[src/rtl/valid_pipe_credit_adapter_pkg.sv]
// Shared width helpers and default parameters for the valid-pipe credit adapter.
package valid_pipe_credit_adapter_pkg;

   localparam int unsigned DEF_WIDTH   = 32;
   localparam int unsigned DEF_LATENCY = 3;
   localparam int unsigned DEF_DEPTH   = 4;

   // Bits needed to index DEPTH entries (at least one bit).
   function automatic int unsigned ptr_w(input int unsigned depth);
      return (depth > 1) ? $clog2(depth) : 1;
   endfunction

   // Bits needed to hold the values 0..n inclusive (at least one bit).
   function automatic int unsigned cnt_w(input int unsigned n);
      return (n > 0) ? $clog2(n + 1) : 1;
   endfunction

endpackage

[src/rtl/valid_pipe_credit_adapter_credit_fifo.sv]
// Synchronous FIFO catching pipeline outputs; drops and flags a push that finds no room.
module valid_pipe_credit_adapter_credit_fifo
   import valid_pipe_credit_adapter_pkg::*;
#(
   parameter  int unsigned WIDTH = DEF_WIDTH,
   parameter  int unsigned DEPTH = DEF_DEPTH,
   localparam int unsigned PTR_W = ptr_w(DEPTH),
   localparam int unsigned CNT_W = cnt_w(DEPTH)
) (
   input  logic             clk,
   input  logic             rst_n,
   input  logic             push,
   input  logic [WIDTH-1:0] wr_data,
   input  logic             pop,
   output logic [WIDTH-1:0] rd_data,
   output logic [CNT_W-1:0] count,
   output logic             overflow
);

   logic [WIDTH-1:0] mem [DEPTH];
   logic [PTR_W-1:0] wr_ptr;
   logic [PTR_W-1:0] rd_ptr;
   logic             full;
   logic             empty;
   logic             do_push;
   logic             do_pop;
   logic             drop;

   // Pointer advance with wrap at DEPTH-1 (DEPTH need not be a power of two).
   function automatic logic [PTR_W-1:0] ptr_inc(input logic [PTR_W-1:0] p);
      return (p == PTR_W'(DEPTH - 1)) ? '0 : p + PTR_W'(1);
   endfunction

   assign full    = (count == CNT_W'(DEPTH));
   assign empty   = (count == '0);
   assign do_pop  = pop && !empty;
   // A pop frees the head slot this cycle, so a push while full still lands in order.
   assign do_push = push && (!full || do_pop);
   assign drop    = push && full && !do_pop;
   assign rd_data = mem[rd_ptr];

   // Storage array; contents are don't-care until written, so no reset.
   always_ff @(posedge clk) begin
      if (do_push) begin
         mem[wr_ptr] <= wr_data;
      end
   end

   // Pointers, occupancy and sticky overflow flag.
   always_ff @(posedge clk or negedge rst_n) begin
      if (!rst_n) begin
         wr_ptr   <= '0;
         rd_ptr   <= '0;
         count    <= '0;
         overflow <= 1'b0;
      end else begin
         if (do_push) begin
            wr_ptr <= ptr_inc(wr_ptr);
         end
         if (do_pop) begin
            rd_ptr <= ptr_inc(rd_ptr);
         end
         count <= count + CNT_W'(do_push) - CNT_W'(do_pop);
         if (drop) begin
            overflow <= 1'b1;
         end
      end
   end

endmodule

[src/rtl/valid_pipe_credit_adapter.sv]
// Wraps a fixed-latency, non-stallable, non-reset valid pipeline with ready/valid
// streams, using credits so the output FIFO can always absorb what the pipe emits.
module valid_pipe_credit_adapter
   import valid_pipe_credit_adapter_pkg::*;
#(
   parameter  int unsigned WIDTH   = DEF_WIDTH,
   parameter  int unsigned LATENCY = DEF_LATENCY,
   parameter  int unsigned DEPTH   = DEF_DEPTH,
   localparam int unsigned CRED_W  = cnt_w(DEPTH),
   localparam int unsigned FLUSH_W = cnt_w(LATENCY)
) (
   input  logic              clk,
   input  logic              rst_n,
   input  logic              s_valid,
   output logic              s_ready,
   input  logic [WIDTH-1:0]  s_data,
   output logic              pipe_in_valid,
   output logic [WIDTH-1:0]  pipe_in_data,
   input  logic              pipe_out_valid,
   input  logic [WIDTH-1:0]  pipe_out_data,
   output logic              m_valid,
   input  logic              m_ready,
   output logic [WIDTH-1:0]  m_data,
   output logic [CRED_W-1:0] credits,
   output logic              overflow_err
);

   logic [FLUSH_W-1:0] flush_cnt;
   logic               flushing;
   logic               issue;
   logic               push;
   logic               pop;
   logic [CRED_W-1:0]  credits_nxt;
   logic [CRED_W-1:0]  fifo_count;

   // The pipe holds garbage after reset, so its outputs are ignored for LATENCY cycles.
   assign flushing      = (flush_cnt != '0);
   assign s_ready       = !flushing && (credits != '0);
   assign issue         = s_valid && s_ready;
   assign pipe_in_valid = issue;
   assign pipe_in_data  = s_data;
   assign push          = pipe_out_valid && !flushing;
   assign m_valid       = (fifo_count != '0);
   assign pop           = m_valid && m_ready;

   // Post-reset flush countdown.
   always_ff @(posedge clk or negedge rst_n) begin
      if (!rst_n) begin
         flush_cnt <= FLUSH_W'(LATENCY);
      end else if (flushing) begin
         flush_cnt <= flush_cnt - FLUSH_W'(1);
      end
   end

   // Credit update: issue consumes, pop returns; a returned credit is usable next cycle.
   always_comb begin
      credits_nxt = credits;
      if (issue && !pop) begin
         credits_nxt = credits - CRED_W'(1);
      end else if (pop && !issue && (credits != CRED_W'(DEPTH))) begin
         // Saturate so a misbehaving pipe cannot wrap the counter past DEPTH.
         credits_nxt = credits + CRED_W'(1);
      end
   end

   // Credit register.
   always_ff @(posedge clk or negedge rst_n) begin
      if (!rst_n) begin
         credits <= CRED_W'(DEPTH);
      end else begin
         credits <= credits_nxt;
      end
   end

   valid_pipe_credit_adapter_credit_fifo #(
      .WIDTH (WIDTH),
      .DEPTH (DEPTH)
   ) u_fifo (
      .clk      (clk),
      .rst_n    (rst_n),
      .push     (push),
      .wr_data  (pipe_out_data),
      .pop      (pop),
      .rd_data  (m_data),
      .count    (fifo_count),
      .overflow (overflow_err)
   );

endmodule

[config.mk]
export PLATFORM = sky130hd
export DESIGN_NAME = valid_pipe_credit_adapter
export DESIGN_NICKNAME = d
export VERILOG_FILES = /design/src/rtl/valid_pipe_credit_adapter_pkg.sv /design/src/rtl/valid_pipe_credit_adapter_credit_fifo.sv /design/src/rtl/valid_pipe_credit_adapter.sv
export SDC_FILE = /design/constraint.sdc
export NUM_CORES = 1
export LEC_CHECK = 0
export CAP_MARGIN = 0
export CORE_ASPECT_RATIO = 1.1
export CORE_UTILIZATION = 30
export CTS_CLUSTER_SIZE = 30
export DETAILED_ROUTE_END_ITERATION = 12
export PLACE_DENSITY = 0.59
export SLEW_MARGIN = 0
export SYNTH_ARGS = -nofsm -noshare
export SYNTH_HDL_FRONTEND = slang
export SYNTH_SLANG_ARGS = --single-unit
[constraint.sdc]
create_clock -name clk -period 3.3 [get_ports clk]
set_input_delay 0.66 -clock clk [delete_from_list [all_inputs] [get_ports clk]]
set_output_delay 0.66 -clock clk [all_outputs]
set_load 0.03 [all_outputs]
==> results of run 1 <==
layer usage:
metal	global-route usage [%]	share of wire (%)	vias up	wire length, um
met2	18.0	49	86	4910
li1	-	-	1212	-
met1	13.5	43	1386	4310
met4	4.54	1.4	2	140
met3	5.40	7.0	18	707
met5	0	0.17	-	17
worst max-delay path: cells and delay by family, from the launching register on:
family,cells,cell delay (ns)
muxes,1,0.54
buffers and inverters,2,0.94
DFF,1,0.48
final timing paths:
| path | slack (ns) | depth (start not counted) | end |
|---|---|---|---|
| hold / removal | 0.48 | 1 | u_fifo.overflow$_DFFE_PN0P_ |
| max in group asynchronous | 2.27 | 1 | u_fifo.rd_ptr[1]$_DFFE_PN0P_ |
| setup / recovery | 0.25 | 3 | m_data[21] |
| hold reg to reg | 0.48 | 1 | u_fifo.overflow$_DFFE_PN0P_ |
| min in group asynchronous | 0.62 | 1 | credits[1]$_DFFE_PN0P_ |
| setup reg to reg | 0.86 | 6 | credits[1]$_DFFE_PN0P_ |
cell families (layout without fill, tap and decap cells):
kind of cell	Yosys count	count (layout)	share of synthesized area (%)
AOI/OAI and AO/OA	15	15	1.88
xor gates and xnor gates	5	5	0.776
adders and majority gates	9	9	2.26
buffers and inverters	51	128	5.63
DFF	141	141	73.9
muxes	33	33	12.9
and+or+nand+nor	29	29	2.57
layout make-up:
cell class	instances	share of cell area, %
sequential	141	58.0
multi-input combinational	91	16.1
timing repair buffer	88	12.1
clock buffer	19	6.02
tap	243	4.22
clock inverter	12	3.04
inverter	9	0.469
cells in the final DEF (no fill, tap or decap), types with 6 or more instances in the layout:
master	instances
sky130_fd_sc_hd__clkbuf_16	17
sky130_fd_sc_hd__nand2_1	10
sky130_fd_sc_hd__ha_1	7
sky130_fd_sc_hd__edfxtp_1	128
sky130_fd_sc_hd__bufinv_16	6
sky130_fd_sc_hd__dfrtp_1	8
sky130_fd_sc_hd__clkdlybuf4s50_1	75
sky130_fd_sc_hd__inv_1	9
sky130_fd_sc_hd__mux4_2	32
sky130_fd_sc_hd__buf_4	11
report_power, final:
| part | internal, uW | switching, uW | leakage [uW] |
|---|---|---|---|
| Combinational | 1150 | 1360 | 0.000781 |
| Sequential | 2360 | 182 | 0.00132 |
| Clock | 1410 | 666 | 0.000316 |
| Total | 4920 | 2200 | 0.00242 |
sequential cells by signal (all words and copies together), names as in the netlist:
register / count
u_fifo.wr_ptr: 2
u_fifo.mem: 128
u_fifo.rd_ptr: 2
u_fifo.overflow: 1
u_fifo.count: 3
flush_cnt: 2
credits: 3
stage by stage:
step / cell area, um^2 / total power [uW] / util, %
after floorplan: 5640 / 4180 / -
after global placement: 6550 / 5100 / 35.5
after detailed placement: 6550 / 5150 / 35.5
after CTS: 7200 / 7250 / 39.1
after global routing: 7200 / 7480 / 39.1
final: 7200 / 7120 / 39.1
==> flow_metrics.env, run 1 <==
export IMPL_status="completed"
export IMPL_synth_flop_cell="sky130_fd_sc_hd__edfxtp_1"
export IMPL_yosys_area_top_type_share_pct=68.1
export IMPL_netlist_top_cells_area="sky130_fd_sc_hd__edfxtp_1, sky130_fd_sc_hd__mux4_2, sky130_fd_sc_hd__dfrtp_1"
export IMPL_ctsResizeCount=0
export IMPL_slew_headroom_pct=42.9
export IMPL_fmax_mhz=328
export IMPL_detailroute_via_count=2704
export IMPL_die_x_um=133
export IMPL_final_max_slew_violation_count=0
export IMPL_cts_buffers_inserted=17
export IMPL_drt_pass1_iter_count=4
export IMPL_setup_total_negative_slack_ns=0
export IMPL_yosys_register_bits=141
export IMPL_grt_start_max_net_pins=22
export IMPL_power_per_cell_area_nw_per_um2=989
export IMPL_layout_drive_gt1_share_pct=23.6
export IMPL_worst_setup_path_end_kind="output pin"
export IMPL_netlist_area_um2=5640
export IMPL_ant_nets=0
export IMPL_hold_path_class="flop to flop"
export IMPL_critical_path_slowest_cell="sky130_fd_sc_hd__clkdlybuf4s50_1"
export IMPL_viasPerCell=4.48
export IMPL_grt_usage_pct=11.4
export IMPL_detail_route_wl_per_cell_um=16.7
export IMPL_timing_critical_path_required_ns=2.64
export IMPL_synthDominantAreaCellType="sky130_fd_sc_hd__edfxtp_1"
export IMPL_core_rowCount=52
export IMPL_route_detailed_drc=0
export IMPL_edff_count_synth=128
export IMPL_start_point_of_the_critical_path="u_fifo.rd_ptr[0]$_DFFE_PN0P_"
export IMPL_cts_root_buffer="sky130_fd_sc_hd__clkbuf_16"
export IMPL_final_cell_count_no_fill=603
export IMPL_htree_levels=4
export IMPL_max_cap_violations=0
export IMPL_synth_seq_area_share_pct=73.9
export IMPL_max_clock_path_buffers=2
export IMPL_worst_ir_drop_vdd_v=0.000417
export IMPL_gp_congestion=0.737
export IMPL_postSynthNetCount=361
export IMPL_max_slew_worst_pin_slew_ns=0.850
export IMPL_synth_cells_most_frequent="sky130_fd_sc_hd__edfxtp_1, sky130_fd_sc_hd__buf_4, sky130_fd_sc_hd__mux4_2"
export IMPL_area_sequential_um2=4180
export IMPL_drt_wl_total_mm=10.1
export IMPL_critical_path_cell_by_cell="buf_4 -> mux4_2 -> clkdlybuf4s50_1"
export IMPL_detail_route_iter0_violations=107
export IMPL_placement_setup_worst_slack_ns=0.537
export IMPL_multiInputGateArea_um2=1160
export IMPL_setup_violations_final=0
export IMPL_cts_sinks=141
export IMPL_yosys_warnings=0
export IMPL_num_nets_final=426
export IMPL_finalWorstSetupSlack_ns=0.255
export IMPL_port_buffers=75
export IMPL_syn_to_final_growth_pct=27.5
export IMPL_synth_most_common_cell="sky130_fd_sc_hd__edfxtp_1"
export IMPL_final_period_minus_worst_setup_slack_ns=3.05
export IMPL_post_cts_hold_buffer_count=0
export IMPL_grt_pass1_wl_mm=16.3
export IMPL_hp_start="u_fifo.overflow$_DFFE_PN0P_"
export IMPL_final_min_period_over_clock_period_pct=92.3
export IMPL_coreArea_um2=18400
export IMPL_crit_type="flop to output pin"
export IMPL_finalHoldViolCount=0
export IMPL_worst_clock_skew_ns=0.00761
export IMPL_dp_hpwl_mm=6.50
export IMPL_placed_cells_incl_taps=572
export IMPL_asyncSetResetFlopFracSynth_pct=9.22
export IMPL_number_of_antenna_violations_at_the_first_check_in_global_routing=1
export IMPL_avgSynthCellArea_um2=19.9
export IMPL_insertedDiodeCount=0
export IMPL_die_area_um2=19400
export IMPL_global_route_overflow_total=0
export IMPL_cellLeakagePower_uw=0.00242
export IMPL_postCtsSetupBuffers=0
export IMPL_cp_slowest_stage_delay_ns=0.63
export IMPL_die_height_um=146
export IMPL_cts_tree="done"
export IMPL_synth_lib_cells_used_distinct=32
export IMPL_worst_skew_pair_later_pin_latency_ns=0.41
export IMPL_crit_path_start_kind="flop"
export IMPL_worst_setup_hold_path_clk_slew_ns=0.06
export IMPL_timing_critical_path_arrival_ns=2.39
export IMPL_initial_core_utilization_pct=30.7
export IMPL_postSynthCellCount=283
export IMPL_first_global_vias=2949
export IMPL_timing_hold_ws_ns=0.476
export IMPL_rsz0062_at_grt="no"
export IMPL_io_pins=140
export IMPL_fillers=1650
export IMPL_worstReg2RegStart="u_fifo.count[1]$_DFF_PN0_"
export IMPL_cp_max_fo=11
No activity file was read; power rests on OpenSTA's default activity.
==> inputs of run 2 (changes only) <==
CTS_CLUSTER_DIAMETER = 40   (was not set)
==> results of run 2 <==
The final DEF is identical to that of run 1; final timing and power are the same.
